===== src/rtl/seg_scan_display.sv =====
// seg_scan_display: multiplexed common-anode 7-segment scanner with blink, dp and dead time.
// Optional leading-zero suppression is built when SEG_SCAN_LZ_BLANK_EN is defined.
`default_nettype none

module seg_scan_display #(
    parameter int NUM_DIGITS  = 4,
    parameter int REFRESH_DIV = 100000,
    parameter int DEAD_CYCLES = 2,
    parameter int BLINK_DIV   = 25000000
) (
    input  logic                    clk,
    input  logic                    rst,
    input  logic                    en,
    input  logic [4*NUM_DIGITS-1:0] digits,
    input  logic [NUM_DIGITS-1:0]   blink_mask,
    input  logic [NUM_DIGITS-1:0]   dp_mask,
    output logic [NUM_DIGITS-1:0]   an,
    output logic [7:0]              seg,
    output logic                    blink_phase
);

    localparam int DW = $clog2(REFRESH_DIV);
    localparam int IW = $clog2(NUM_DIGITS);
    localparam int BW = (BLINK_DIV > 1) ? $clog2(BLINK_DIV) : 1;

    localparam logic [DW-1:0] c_DIV_LAST   = DW'(REFRESH_DIV - 1);
    localparam logic [IW-1:0] c_IDX_LAST   = IW'(NUM_DIGITS - 1);
    localparam logic [BW-1:0] c_BLINK_LAST = BW'(BLINK_DIV - 1);

    logic [DW-1:0]         r_div_cnt;
    logic [IW-1:0]         r_idx;
    logic [BW-1:0]         r_blink_cnt;
    logic                  r_blink_phase;
    logic [NUM_DIGITS-1:0] r_an;
    logic [7:0]            r_seg;

    logic                  w_dead;
    logic                  w_blank;
    logic                  w_lz_blank;
    logic [3:0]            w_nibble;
    logic [6:0]            w_glyph;
    logic [NUM_DIGITS-1:0] w_onehot;
    logic [NUM_DIGITS-1:0] w_an_next;
    logic [7:0]            w_seg_next;

    function automatic logic [6:0] f_decode(input logic [3:0] nib);
        logic [6:0] v;
        case (nib)
            4'h0: v = 7'h40;
            4'h1: v = 7'h79;
            4'h2: v = 7'h24;
            4'h3: v = 7'h30;
            4'h4: v = 7'h19;
            4'h5: v = 7'h12;
            4'h6: v = 7'h02;
            4'h7: v = 7'h78;
            4'h8: v = 7'h00;
            4'h9: v = 7'h10;
            4'hA: v = 7'h08;
            4'hB: v = 7'h03;
            4'hC: v = 7'h46;
            4'hD: v = 7'h21;
            4'hE: v = 7'h06;
            default: v = 7'h0E;
        endcase
        return v;
    endfunction

    generate
        if (DEAD_CYCLES == 0) begin : g_no_dead
            assign w_dead = 1'b0;
        end else begin : g_dead
            localparam logic [DW-1:0] c_DEAD = DW'(DEAD_CYCLES);
            assign w_dead = (r_div_cnt < c_DEAD);
        end
    endgenerate

`ifdef SEG_SCAN_LZ_BLANK_EN
    // w_lz_sup[i]: every nibble from the top down to i is zero with no dp set.
    logic [NUM_DIGITS-1:0] w_lz_sup;
    assign w_lz_sup[0] = 1'b0;
    generate
        for (genvar gi = NUM_DIGITS - 1; gi >= 1; gi--) begin : g_lz
            if (gi == NUM_DIGITS - 1) begin : g_top
                assign w_lz_sup[gi] = (digits[4*gi +: 4] == 4'h0) & ~dp_mask[gi];
            end else begin : g_chain
                assign w_lz_sup[gi] = w_lz_sup[gi+1] & (digits[4*gi +: 4] == 4'h0) & ~dp_mask[gi];
            end
        end
    endgenerate
    assign w_lz_blank = w_lz_sup[r_idx];
`else
    assign w_lz_blank = 1'b0;
`endif

    assign w_nibble   = digits[4*int'(r_idx) +: 4];
    assign w_glyph    = f_decode(w_nibble);
    assign w_onehot   = NUM_DIGITS'(1) << r_idx;
    assign w_blank    = ~en | w_dead;
    assign w_an_next  = w_blank ? '1 : ~w_onehot;
    assign w_seg_next = (w_blank | (r_blink_phase & blink_mask[r_idx]) | w_lz_blank)
                        ? 8'hFF : {~dp_mask[r_idx], w_glyph};

    always_ff @(posedge clk) begin
        if (rst) begin
            r_div_cnt     <= '0;
            r_idx         <= '0;
            r_blink_cnt   <= '0;
            r_blink_phase <= 1'b0;
            r_an          <= '1;
            r_seg         <= 8'hFF;
        end else begin
            if (r_div_cnt == c_DIV_LAST) begin
                r_div_cnt <= '0;
                r_idx     <= (r_idx == c_IDX_LAST) ? '0 : r_idx + 1'b1;
            end else begin
                r_div_cnt <= r_div_cnt + 1'b1;
            end
            if (r_blink_cnt == c_BLINK_LAST) begin
                r_blink_cnt   <= '0;
                r_blink_phase <= ~r_blink_phase;
            end else begin
                r_blink_cnt <= r_blink_cnt + 1'b1;
            end
            r_an  <= w_an_next;
            r_seg <= w_seg_next;
        end
    end

    assign an          = r_an;
    assign seg         = r_seg;
    assign blink_phase = r_blink_phase;

endmodule

`default_nettype wire


===== config.mk =====
export PLATFORM = sky130hd
export DESIGN_NAME = seg_scan_display
export DESIGN_NICKNAME = d
export VERILOG_FILES = /design/src/rtl/seg_scan_display.sv
export SDC_FILE = /design/constraint.sdc
export NUM_CORES = 1
export LEC_CHECK = 0
export CAP_MARGIN = 25
export CORE_AREA = 2 2 75 77
export CTS_CLUSTER_SIZE = 10
export DETAILED_ROUTE_END_ITERATION = 10
export DIE_AREA = 0 0 77 79
export PLACE_DENSITY = 0.85
export SLEW_MARGIN = 10
export SYNTH_ARGS = -nofsm -noshare
export SYNTH_HDL_FRONTEND = slang
export SYNTH_SLANG_ARGS = --single-unit

===== constraint.sdc =====
create_clock -name clk -period 2.78 [get_ports clk]
set_input_delay 0.556 -clock clk [delete_from_list [all_inputs] [get_ports clk]]
set_output_delay 0.556 -clock clk [all_outputs]
set_load 0.01 [all_outputs]

==> results_dict.tcl, run 1 <==
set metrics [dict create \
    required_ns 2.95 \
    synth-edff-count 0 \
    rows 27 \
    timing.fmax_ghz 0.426 \
    finalHoldWorstSlack_ns 0.467 \
    post-place-ws_ns 0.284 \
    die_y_um 79 \
    fin_worst_skew_ns 0.00901 \
    synthCells 308 \
    seqPwrFrac_pct 48.7 \
    crit_slowest_cell "dfxtp_1" \
    clkTransAtPathRegs_ns 0.07 \
    synthSimpleGateAreaFrac_pct 25.2 \
    drtPass1Iterations 4 \
    htreeDepth 3 \
    grt_pass1_vias 2373 \
    layout_min_cycle_time_ns 2.35 \
    yosys.area.top_type "dfxtp_1" \
    insertion_delay_ns 0.34 \
    crit_chain "mux4_2 > a21o_1 > a21oi_1 > o311ai_0" \
    path_buf_inv 0 \
    port_buffers 39 \
    critPathMaxStageDelay_ns 0.67 \
    clockBufferDepth 2 \
    ant_nets 0 \
    finalSetupViolCount 0 \
    cts_tree "yes" \
    startpoint "r_idx[0]$_SDFFE_PP0P_" \
    initial_core_util_pct 52.0 \
    post_cts_resized 0 \
    arrival_ns 2.52 \
    die_area_um2 6080 \
    grt_usage_pct 21.0 \
    grt_max_degree 25 \
    postSynthAreaPerCell_um2 9.01 \
    cp-start-kind "flop" \
    ys_seq_area_share_pct 41.1 \
    ff_latch_area_um2 1140 \
    grt_pass1_wl_um 10200 \
    nets 387 \
    cap_violations 0 \
    cp_max_fo 11 \
    rsz0062_at_grt "false" \
    pwr-share-comb_pct 7.2 \
    drive_above_1_share_pct 7.93 \
    grt_overflow 0 \
    synthMuxAreaShare_pct 6.67 \
    num_io_pins 40 \
    synthFlopType "dfxtp_1" \
    powerDensity_nw_per_um2 505 \
    min_path_type "reg2reg" \
    yosysWarnings 0 \
    place.gp.congestion 0.830 \
    multi_input_comb_area_um2 1540 \
    syn_to_final_growth_pct 23.0 \
    tns_ns 0 \
    post_synth_num_cell_types 36 \
    finalCritPeriodShare_pct 84.5 \
    antenna_found_initial 0 \
    drc_errors 0 \
    design.core.area_um2 5340 \
    post_cts_buffers 0 \
    slew_headroom_pct 56.4 \
    drt_iter0_markers 155 \
    crit_path_end_kind "flop" \
    fill_cells 457 \
    crit_type "reg2reg" \
    cellLeakagePower_nw 1.16 \
    synth_area_um2 2780 \
    p_clk_share_pct 44.1 \
    post_drt_wl_per_cell_um 14.1 \
    yosys.area.top_type_share_pct 41.1 \
    synth_nets 347 \
    finalWirelength_um 5980 \
    cts-root-buf "clkbuf_8" \
    status "completed" \
    numCtsBuffers 9 \
    die_w_um 77 \
    finalHoldViolations 0 \
    post_dp_cell_area_um2 3220 \
    synth_compound_area_share_pct 10.8 \
    final_cells 425 \
    finalMaxSlewViolations 0 \
    final_util_pct 64.0 \
    ir_drop_mv 0.344 \
    synth_top_family_by_area "simple AND/OR/NAND/NOR gates" \
    cts_sinks 57 \
    n_antenna_cell 0 \
    layout_setup_ws_ns 0.431 \
    total_power_mw 1.72 \
    r2r-start "r_idx[0]$_SDFFE_PP0P_" \
    critPathTopFamily "compound AO/OA/AOI/OAI gates" \
    synthAdderAreaFrac_pct 5.41 \
    viasPerCell 5.65 \
    stdcell_area_um2 3410 \
    synthTopCellsByCount "dfxtp_1, nor2_1, nand2_1, a21oi_1, nand3_1" \
    synth-xor-area-share_pct 7.26 \
    p_int_mw 1.33 \
    dp.final_hpwl_um 4170 \
    async_reset_ff_share_pct 0 \
    tightestPinTransition_ns 0.653 \
    yosys.cell_count.top_type "dfxtp_1" \
    synthTopCellsByArea "dfxtp_1, ha_1, mux4_2, nor2_1, xnor2_1" \
    ys_ff_latch 57 \
    swShare_pct 22.8 \
    holdCritStartpoint "r_div_cnt[0]$_SDFF_PP0_" \
    vias 2401 \
    netSwitchingPower_mw 0.392 \
    dp_cells 409 \
    holdBufCountCts 0 \
]
routing by layer:
layer | vias to the layer above | global-route usage, % | wire (um)
li1 | 1196 | - | -
met4 | 0 | 11.8 | 108
met1 | 1142 | 24.9 | 2570
met5 | - | 0 | 0
met2 | 53 | 36.0 | 3100
met3 | 10 | 4.09 | 199
power groups by stage:
| stage | Sequential (mW) | Combinational (mW) | Clock [mW] |
|---|---|---|---|
| after floorplan | 0.858 | 0.0583 | 0 |
| after global placement | 0.857 | 0.119 | 0 |
| after detailed placement | 0.857 | 0.123 | 0 |
| after CTS | 0.839 | 0.125 | 0.774 |
| after global routing | 0.840 | 0.136 | 0.804 |
| final | 0.839 | 0.124 | 0.760 |
final cells by class:
class / count / area share, %
Timing Repair Buffer: 41 / 11.9
Sequential cell: 57 / 33.4
Multi-Input combinational cell: 227 / 45.0
Inverter: 12 / 1.32
Clock buffer: 10 / 4.03
Clock inverter: 6 / 1.69
Tap cell: 72 / 2.64
cells by family after synthesis:
group | after synthesis
simple gates | 131
flops | 57
compound gates | 50
buf+inv | 24
xor+xnor | 23
fa+ha+maj | 12
mux | 11
registers in the layout (all words and copies together), names as in the netlist:
signal,cells
r_idx,2
an,4
blink_phase,1
r_div_cnt,17
r_blink_cnt,25
seg,8
layout by cell type (no fill, tap or decap), types with 4 or more instances in the layout:
cell             netlist  routed
xnor2_1               13      13
o21ai_0               12      12
or4_1                 11      11
nand2_1               24      24
xor2_1                10      10
clkinv_2               0       4
mux4_2                 6       6
o211ai_1               5       5
nor4_1                 5       5
nor2_1                33      33
or3_1                 12      12
nor3_1                 4       4
clkbuf_8               0      10
nand3_1               15      15
a21oi_1               21      21
ha_1                  12      12
and4_1                 6       6
dfxtp_1               57      57
nand4_1               10      10
mux2i_1                5       5
o31ai_1                6       6
inv_1                 12      12
clkdlybuf4s50_1        0      39
path summary, 6_finish.rpt:
path                            depth (start not counted)  slack, ns                       to
worst max-delay path                                    4       0.43        seg[6]$_SDFF_PP1_
worst min-delay path                                    1       0.47  r_div_cnt[0]$_SDFF_PP0_
worst max register to register                          4       0.43        seg[6]$_SDFF_PP1_
worst min register to register                          1       0.47  r_div_cnt[0]$_SDFF_PP0_
Power figures use the tool's default switching activity.
==> run 2, diff against run 1 <==
--- a/config.mk
+++ b/config.mk
@@ -6,11 +6,11 @@
 export NUM_CORES = 1
 export LEC_CHECK = 0
 export CAP_MARGIN = 25
-export CORE_AREA = 2 2 75 77
+export CORE_AREA = 2 2 79 81
 export CTS_CLUSTER_SIZE = 10
 export DETAILED_ROUTE_END_ITERATION = 10
-export DIE_AREA = 0 0 77 79
-export PLACE_DENSITY = 0.85
+export DIE_AREA = 0 0 81 83
+export PLACE_DENSITY = 0.81
 export SLEW_MARGIN = 10
 export SYNTH_ARGS = -nofsm -noshare
 export SYNTH_HDL_FRONTEND = slang
==> constraint.sdc (replaced) <==
create_clock -name clk -period 2.04 [get_ports clk]
set_input_delay 0.408 -clock clk [delete_from_list [all_inputs] [get_ports clk]]
set_output_delay 0.408 -clock clk [all_outputs]
set_load 0.01 [all_outputs]
==> run 2 against run 1 <==
Compared with the run above:
- clock power increased by 37%
- critical endpoint is now r_blink_cnt[21]$_SDFF_PP0_
- largest power group unchanged
- routed wire length up 1.7%
- critical path type unchanged
- global-route usage down 1.5 points
- register-to-register slack got worse by 0.33 ns
==> results_dict.tcl, run 2 (same netlist as run 1, synthesis figures left out) <==
set metrics [dict create \
    initial_core_util_pct 47.7 \
    vias 2420 \
    grt_pass1_vias 2351 \
    grt_pass1_wl_um 10400 \
    finalHoldWorstSlack_ns 0.434 \
    grt_usage_pct 19.5 \
    place.gp.congestion 0.858 \
    drt_iter0_markers 85 \
    grt_overflow 0 \
    rsz0062_at_grt "false" \
    slew_headroom_pct 65.9 \
    cts_tree "yes" \
    finalCritPeriodShare_pct 95.2 \
    grt_max_degree 18 \
    post_drt_wl_per_cell_um 13.6 \
    cts-root-buf "clkbuf_8" \
    required_ns 2.31 \
    finalWirelength_um 6080 \
    layout_min_cycle_time_ns 1.94 \
    insertion_delay_ns 0.34 \
    finalSetupViolCount 0 \
    tightestPinTransition_ns 0.507 \
    numCtsBuffers 9 \
    crit_type "reg2reg" \
    final_common_cell "dfxtp_1" \
    antenna_found_initial 0 \
    die_w_um 81 \
    cellLeakagePower_nw 1.25 \
    design.core.area_um2 5820 \
    status "completed" \
    die_area_um2 6720 \
    ant_nets 0 \
    largest_reg_flops 25 \
    powerDensity_nw_per_um2 664 \
    post-place-ws_ns -0.194 \
    htreeDepth 3 \
    cap_violations 0 \
    drc_errors 0 \
    crit_path_end_kind "flop" \
    rows 28 \
    num_io_pins 40 \
    clkTransAtPathRegs_ns 0.07 \
    cp_max_fo 13 \
    viasPerCell 5.43 \
    tns_ns 0 \
    clockBufferDepth 2 \
    timing.fmax_ghz 0.515 \
    ir_drop_mv 0.533 \
    finalMaxSlewViolations 0 \
    syn_to_final_growth_pct 28.5 \
    n_antenna_cell 0 \
    holdBufCountCts 0 \
    drive_above_1_share_pct 13.2 \
    finalHoldViolations 0 \
    fill_cells 495 \
    arrival_ns 2.21 \
    fin_worst_skew_ns 0.00621 \
    port_buffers 39 \
    min_path_type "reg2reg" \
    dp.final_hpwl_um 4490 \
    regMostFlops "r_blink_cnt" \
    cts_sinks 57 \
    cp-start-kind "flop" \
    layout_setup_ws_ns 0.0981 \
    die_y_um 83 \
    nets 405 \
    drtPass1Iterations 4 \
    final_cell_mix "dfxtp_1, clkdlybuf4s50_1, nor2_1" \
]
## run 2: final cells by class
cell class              instances  area (um^2)  share of cell area (%)
repair buffers                 59          544                    15.3
clock inverters                 5         55.1                    1.54
flip-flops and latches         57         1140                    32.0
clock buffers                  11          141                    3.96
well taps                      75         93.8                    2.63
inverters                      12         45.0                    1.26
multi-input cells             227         1550                    43.3
## run 2: stage by stage
stage          instances  util (%)  power (mW)  instance area (um^2)
2_1_floorplan        308         -        1.25                  2780
3_3_place_gp         430      57.7        1.34                  3360
3_5_place_dp         430      57.7        1.35                  3360
4_1_cts              446      61.1        2.39                  3550
5_1_grt              446      61.4        2.48                  3570
6_report             446      61.4        2.37                  3570
## run 2: worst max-delay path, cell delays in order (launching register included)
cell and delay [ns]:
dfxtp_1 0.43, nand3_1 0.16, or4_4 0.60, or4_1 0.54, a21oi_1 0.15
## run 2: worst paths after layout
path,from,end,slack [ns],depth (start not counted)
worst max-delay path,r_blink_cnt[6]$_SDFF_PP0_,r_blink_cnt[21]$_SDFF_PP0_,0.1,4
worst min-delay path,r_blink_cnt[0]$_SDFF_PP0_,r_blink_cnt[0]$_SDFF_PP0_,0.43,1
worst max register to register,r_blink_cnt[6]$_SDFF_PP0_,r_blink_cnt[21]$_SDFF_PP0_,0.1,4
worst min register to register,r_blink_cnt[0]$_SDFF_PP0_,r_blink_cnt[0]$_SDFF_PP0_,0.43,1
## run 2: power breakdown
| group | switching, mW | internal (mW) |
|---|---|---|
| sequential | 0.0122 | 1.13 |
| clock | 0.447 | 0.592 |
| combinational | 0.0779 | 0.108 |
| total | 0.537 | 1.83 |
## run 2: timing repair
action,CTS,global route
buffers inserted,0,0
hold endpoints to repair,0,0
endpoints found under the setup margin,0,28
gates resized for setup,0,5
## run 2: layer usage
layer / GRT usage (%) / part of all wire (%) / wire (um) / vias up
li1: - / - / - / 1231
met1: 22.3 / 42 / 2530 / 1137
met2: 33.4 / 53 / 3210 / 39
met3: 7.07 / 3.4 / 206 / 13
met4: 6.16 / 2.1 / 129 / 0
met5: 0 / 0 / 0 / -
==> run 3, diff against run 2 <==
--- a/config.mk
+++ b/config.mk
@@ -6,11 +6,12 @@
 export NUM_CORES = 1
 export LEC_CHECK = 0
 export CAP_MARGIN = 25
-export CORE_AREA = 2 2 79 81
+export CORE_AREA = 2 2 77 79
+export CTS_BUF_LIST = sky130_fd_sc_hd__clkbuf_4 sky130_fd_sc_hd__clkbuf_8
 export CTS_CLUSTER_SIZE = 10
 export DETAILED_ROUTE_END_ITERATION = 10
-export DIE_AREA = 0 0 81 83
-export PLACE_DENSITY = 0.81
+export DIE_AREA = 0 0 79 81
+export PLACE_DENSITY = 0.84
 export SLEW_MARGIN = 10
 export SYNTH_ARGS = -nofsm -noshare
 export SYNTH_HDL_FRONTEND = slang
==> run 3 against run 2 <==
Compared with the run above:
- routed wire length grew 1.5%
- combinational power is essentially flat
- utilization grew 2.0 points
- setup slack gained 0.013 ns
- largest power group unchanged
- hold slack gained 0.035 ns
==> results_dict.tcl, run 3 (same netlist as run 1, synthesis figures left out) <==
set metrics [dict create \
    tightestPinTransition_ns 0.480 \
    numCtsBuffers 9 \
    finalSetupViolCount 0 \
    tns_ns 0 \
    final_common_cell "dfxtp_1" \
    cts-root-buf "clkbuf_8" \
    antenna_found_initial 0 \
    largest_reg_flops 25 \
    powerDensity_nw_per_um2 665 \
    required_ns 2.31 \
    crit_path_end_kind "flop" \
    fill_cells 475 \
    dp.final_hpwl_um 4510 \
    layout_min_cycle_time_ns 1.93 \
    port_buffers 39 \
    post_dp_cell_area_um2 3390 \
    routed.top_layer "met4" \
    worst_r2r_path_depth 5 \
    grt_max_degree 18 \
    timing.fmax_ghz 0.518 \
    r2r_slack_ns 0.11 \
    n_antenna_cell 0 \
    place.gp.congestion 0.871 \
    final_cell_mix "dfxtp_1, clkdlybuf4s50_1, nor2_1" \
    layout_setup_ws_ns 0.111 \
    stdcell_area_um2 3600 \
    cp_max_fo 8 \
    route.met2.wl_um 3060 \
    grt_pass1_vias 2294 \
    rows 28 \
    cap_violations 0 \
    vias 2460 \
    crit_type "reg2reg" \
    min_path_type "reg2reg" \
    die_y_um 81 \
    regMostFlops "r_blink_cnt" \
    dr_wl_met3_um 257 \
    critPathMaxStageDelay_ns 0.60 \
    holdBufCountCts 0 \
    cts_sinks 57 \
    grt_usage_pct 20.3 \
    crit_chain "buf_4 > nand3_1 > or4_4 > or4_1 > a21oi_1" \
    post_drt_wl_per_cell_um 13.7 \
    holdCritStartpoint "r_div_cnt[0]$_SDFF_PP0_" \
    num_io_pins 40 \
    slew_headroom_pct 67.7 \
    insertion_delay_ns 0.34 \
    drt_iter0_markers 103 \
    finalCritPeriodShare_pct 94.5 \
    arrival_ns 2.19 \
    r2r-end "r_blink_cnt[21]$_SDFF_PP0_" \
    finalHoldViolations 0 \
    hold_end "r_div_cnt[0]$_SDFF_PP0_" \
    drc_errors 0 \
    htreeDepth 3 \
    finalMaxSlewViolations 0 \
    min_path_cells 1 \
    post-place-ws_ns -0.146 \
    fin_worst_skew_ns 0.00635 \
    finalWirelength_um 6170 \
    rsz0062_at_grt "false" \
    ff_latch_area_um2 1140 \
    ant_nets 0 \
    total_power_mw 2.39 \
    path_buf_inv 1 \
    design.core.area_um2 5680 \
    die_w_um 79 \
    drive_above_1_share_pct 13.9 \
    cellLeakagePower_nw 1.28 \
    clockBufferDepth 2 \
    grt_overflow 0 \
    initial_core_util_pct 48.9 \
    critPathTopFamily "simple AND/OR/NAND/NOR gates" \
    cts_tree "yes" \
    r2r-start "r_blink_cnt[0]$_SDFF_PP0_" \
    ir_drop_mv 0.520 \
    viasPerCell 5.48 \
    nets 409 \
    clkTransAtPathRegs_ns 0.06 \
    grt_pass1_wl_um 10000 \
    drtPass1Iterations 4 \
    syn_to_final_growth_pct 29.5 \
    wl_met1_um 2690 \
    post_cts_buffers 0 \
    multi_input_comb_area_um2 1550 \
    cp-start-kind "flop" \
    die_area_um2 6400 \
    crit_slowest_cell "or4_4" \
    final_util_pct 63.4 \
    status "completed" \
]
==> run 3: where the power goes <==
group | internal [mW] | switching, mW
combinational | 0.109 | 0.0789
sequential | 1.13 | 0.0116
clock | 0.633 | 0.427
==> run 3: worst max-delay path by stage <==
stage,start,end,slack (ns),cells after the start
finish,r_blink_cnt[0]$_SDFF_PP0_,r_blink_cnt[21]$_SDFF_PP0_,0.11,5
global route,r_blink_cnt[1]$_SDFF_PP0_,r_blink_cnt[6]$_SDFF_PP0_,0.02,7
CTS,r_blink_cnt[1]$_SDFF_PP0_,r_blink_cnt[14]$_SDFF_PP0_,0.05,6
detailed placement,digits[0],seg[1]$_SDFF_PP1_,-0.15,6
global placement,digits[13],seg[0]$_SDFF_PP1_,-0.06,7
floorplan,r_idx[0]$_SDFFE_PP0P_,seg[0]$_SDFF_PP1_,0.06,7
==> run 3: through the flow <==
stage,std cells,hold WS (ns)
after CTS,449,0.469
after floorplan,308,0.426
final,449,0.469
after global placement,434,0.449
after detailed placement,434,0.455
after global routing,449,0.500
==> run 3: cell type report <==
type	instances	share of cell area [%]
clock buffers	12	4.42
clock inverters	3	1.11
inverters	12	1.25
multi-input cells	227	43.0
flip-flops and latches	57	31.8
well taps	75	2.61
repair buffers	63	15.9
==> run 3: what timing repair did <==
action                                  4_1_cts  5_1_grt
endpoints found under the setup margin        2        2
pin swaps                                     0        1
resized for setup                             1        2
==> run 3: worst reg2reg max path: cells and delay by family, from the launching register on <==
| kind | cells | cell delay, ns |
|---|---|---|
| AND/OR/NAND/NOR | 3 | 1.26 |
| flip-flops | 1 | 0.33 |
| AO/OA/AOI/OAI | 1 | 0.16 |
| buffers and inverters | 1 | 0.11 |
==> run 3: layer usage <==
metal / global-route usage, % / vias up
met1: 24.0 / 1153
met4: 10.7 / 0
met3: 6.11 / 14
met5: 0 / -
li1: - / 1239
met2: 33.5 / 54
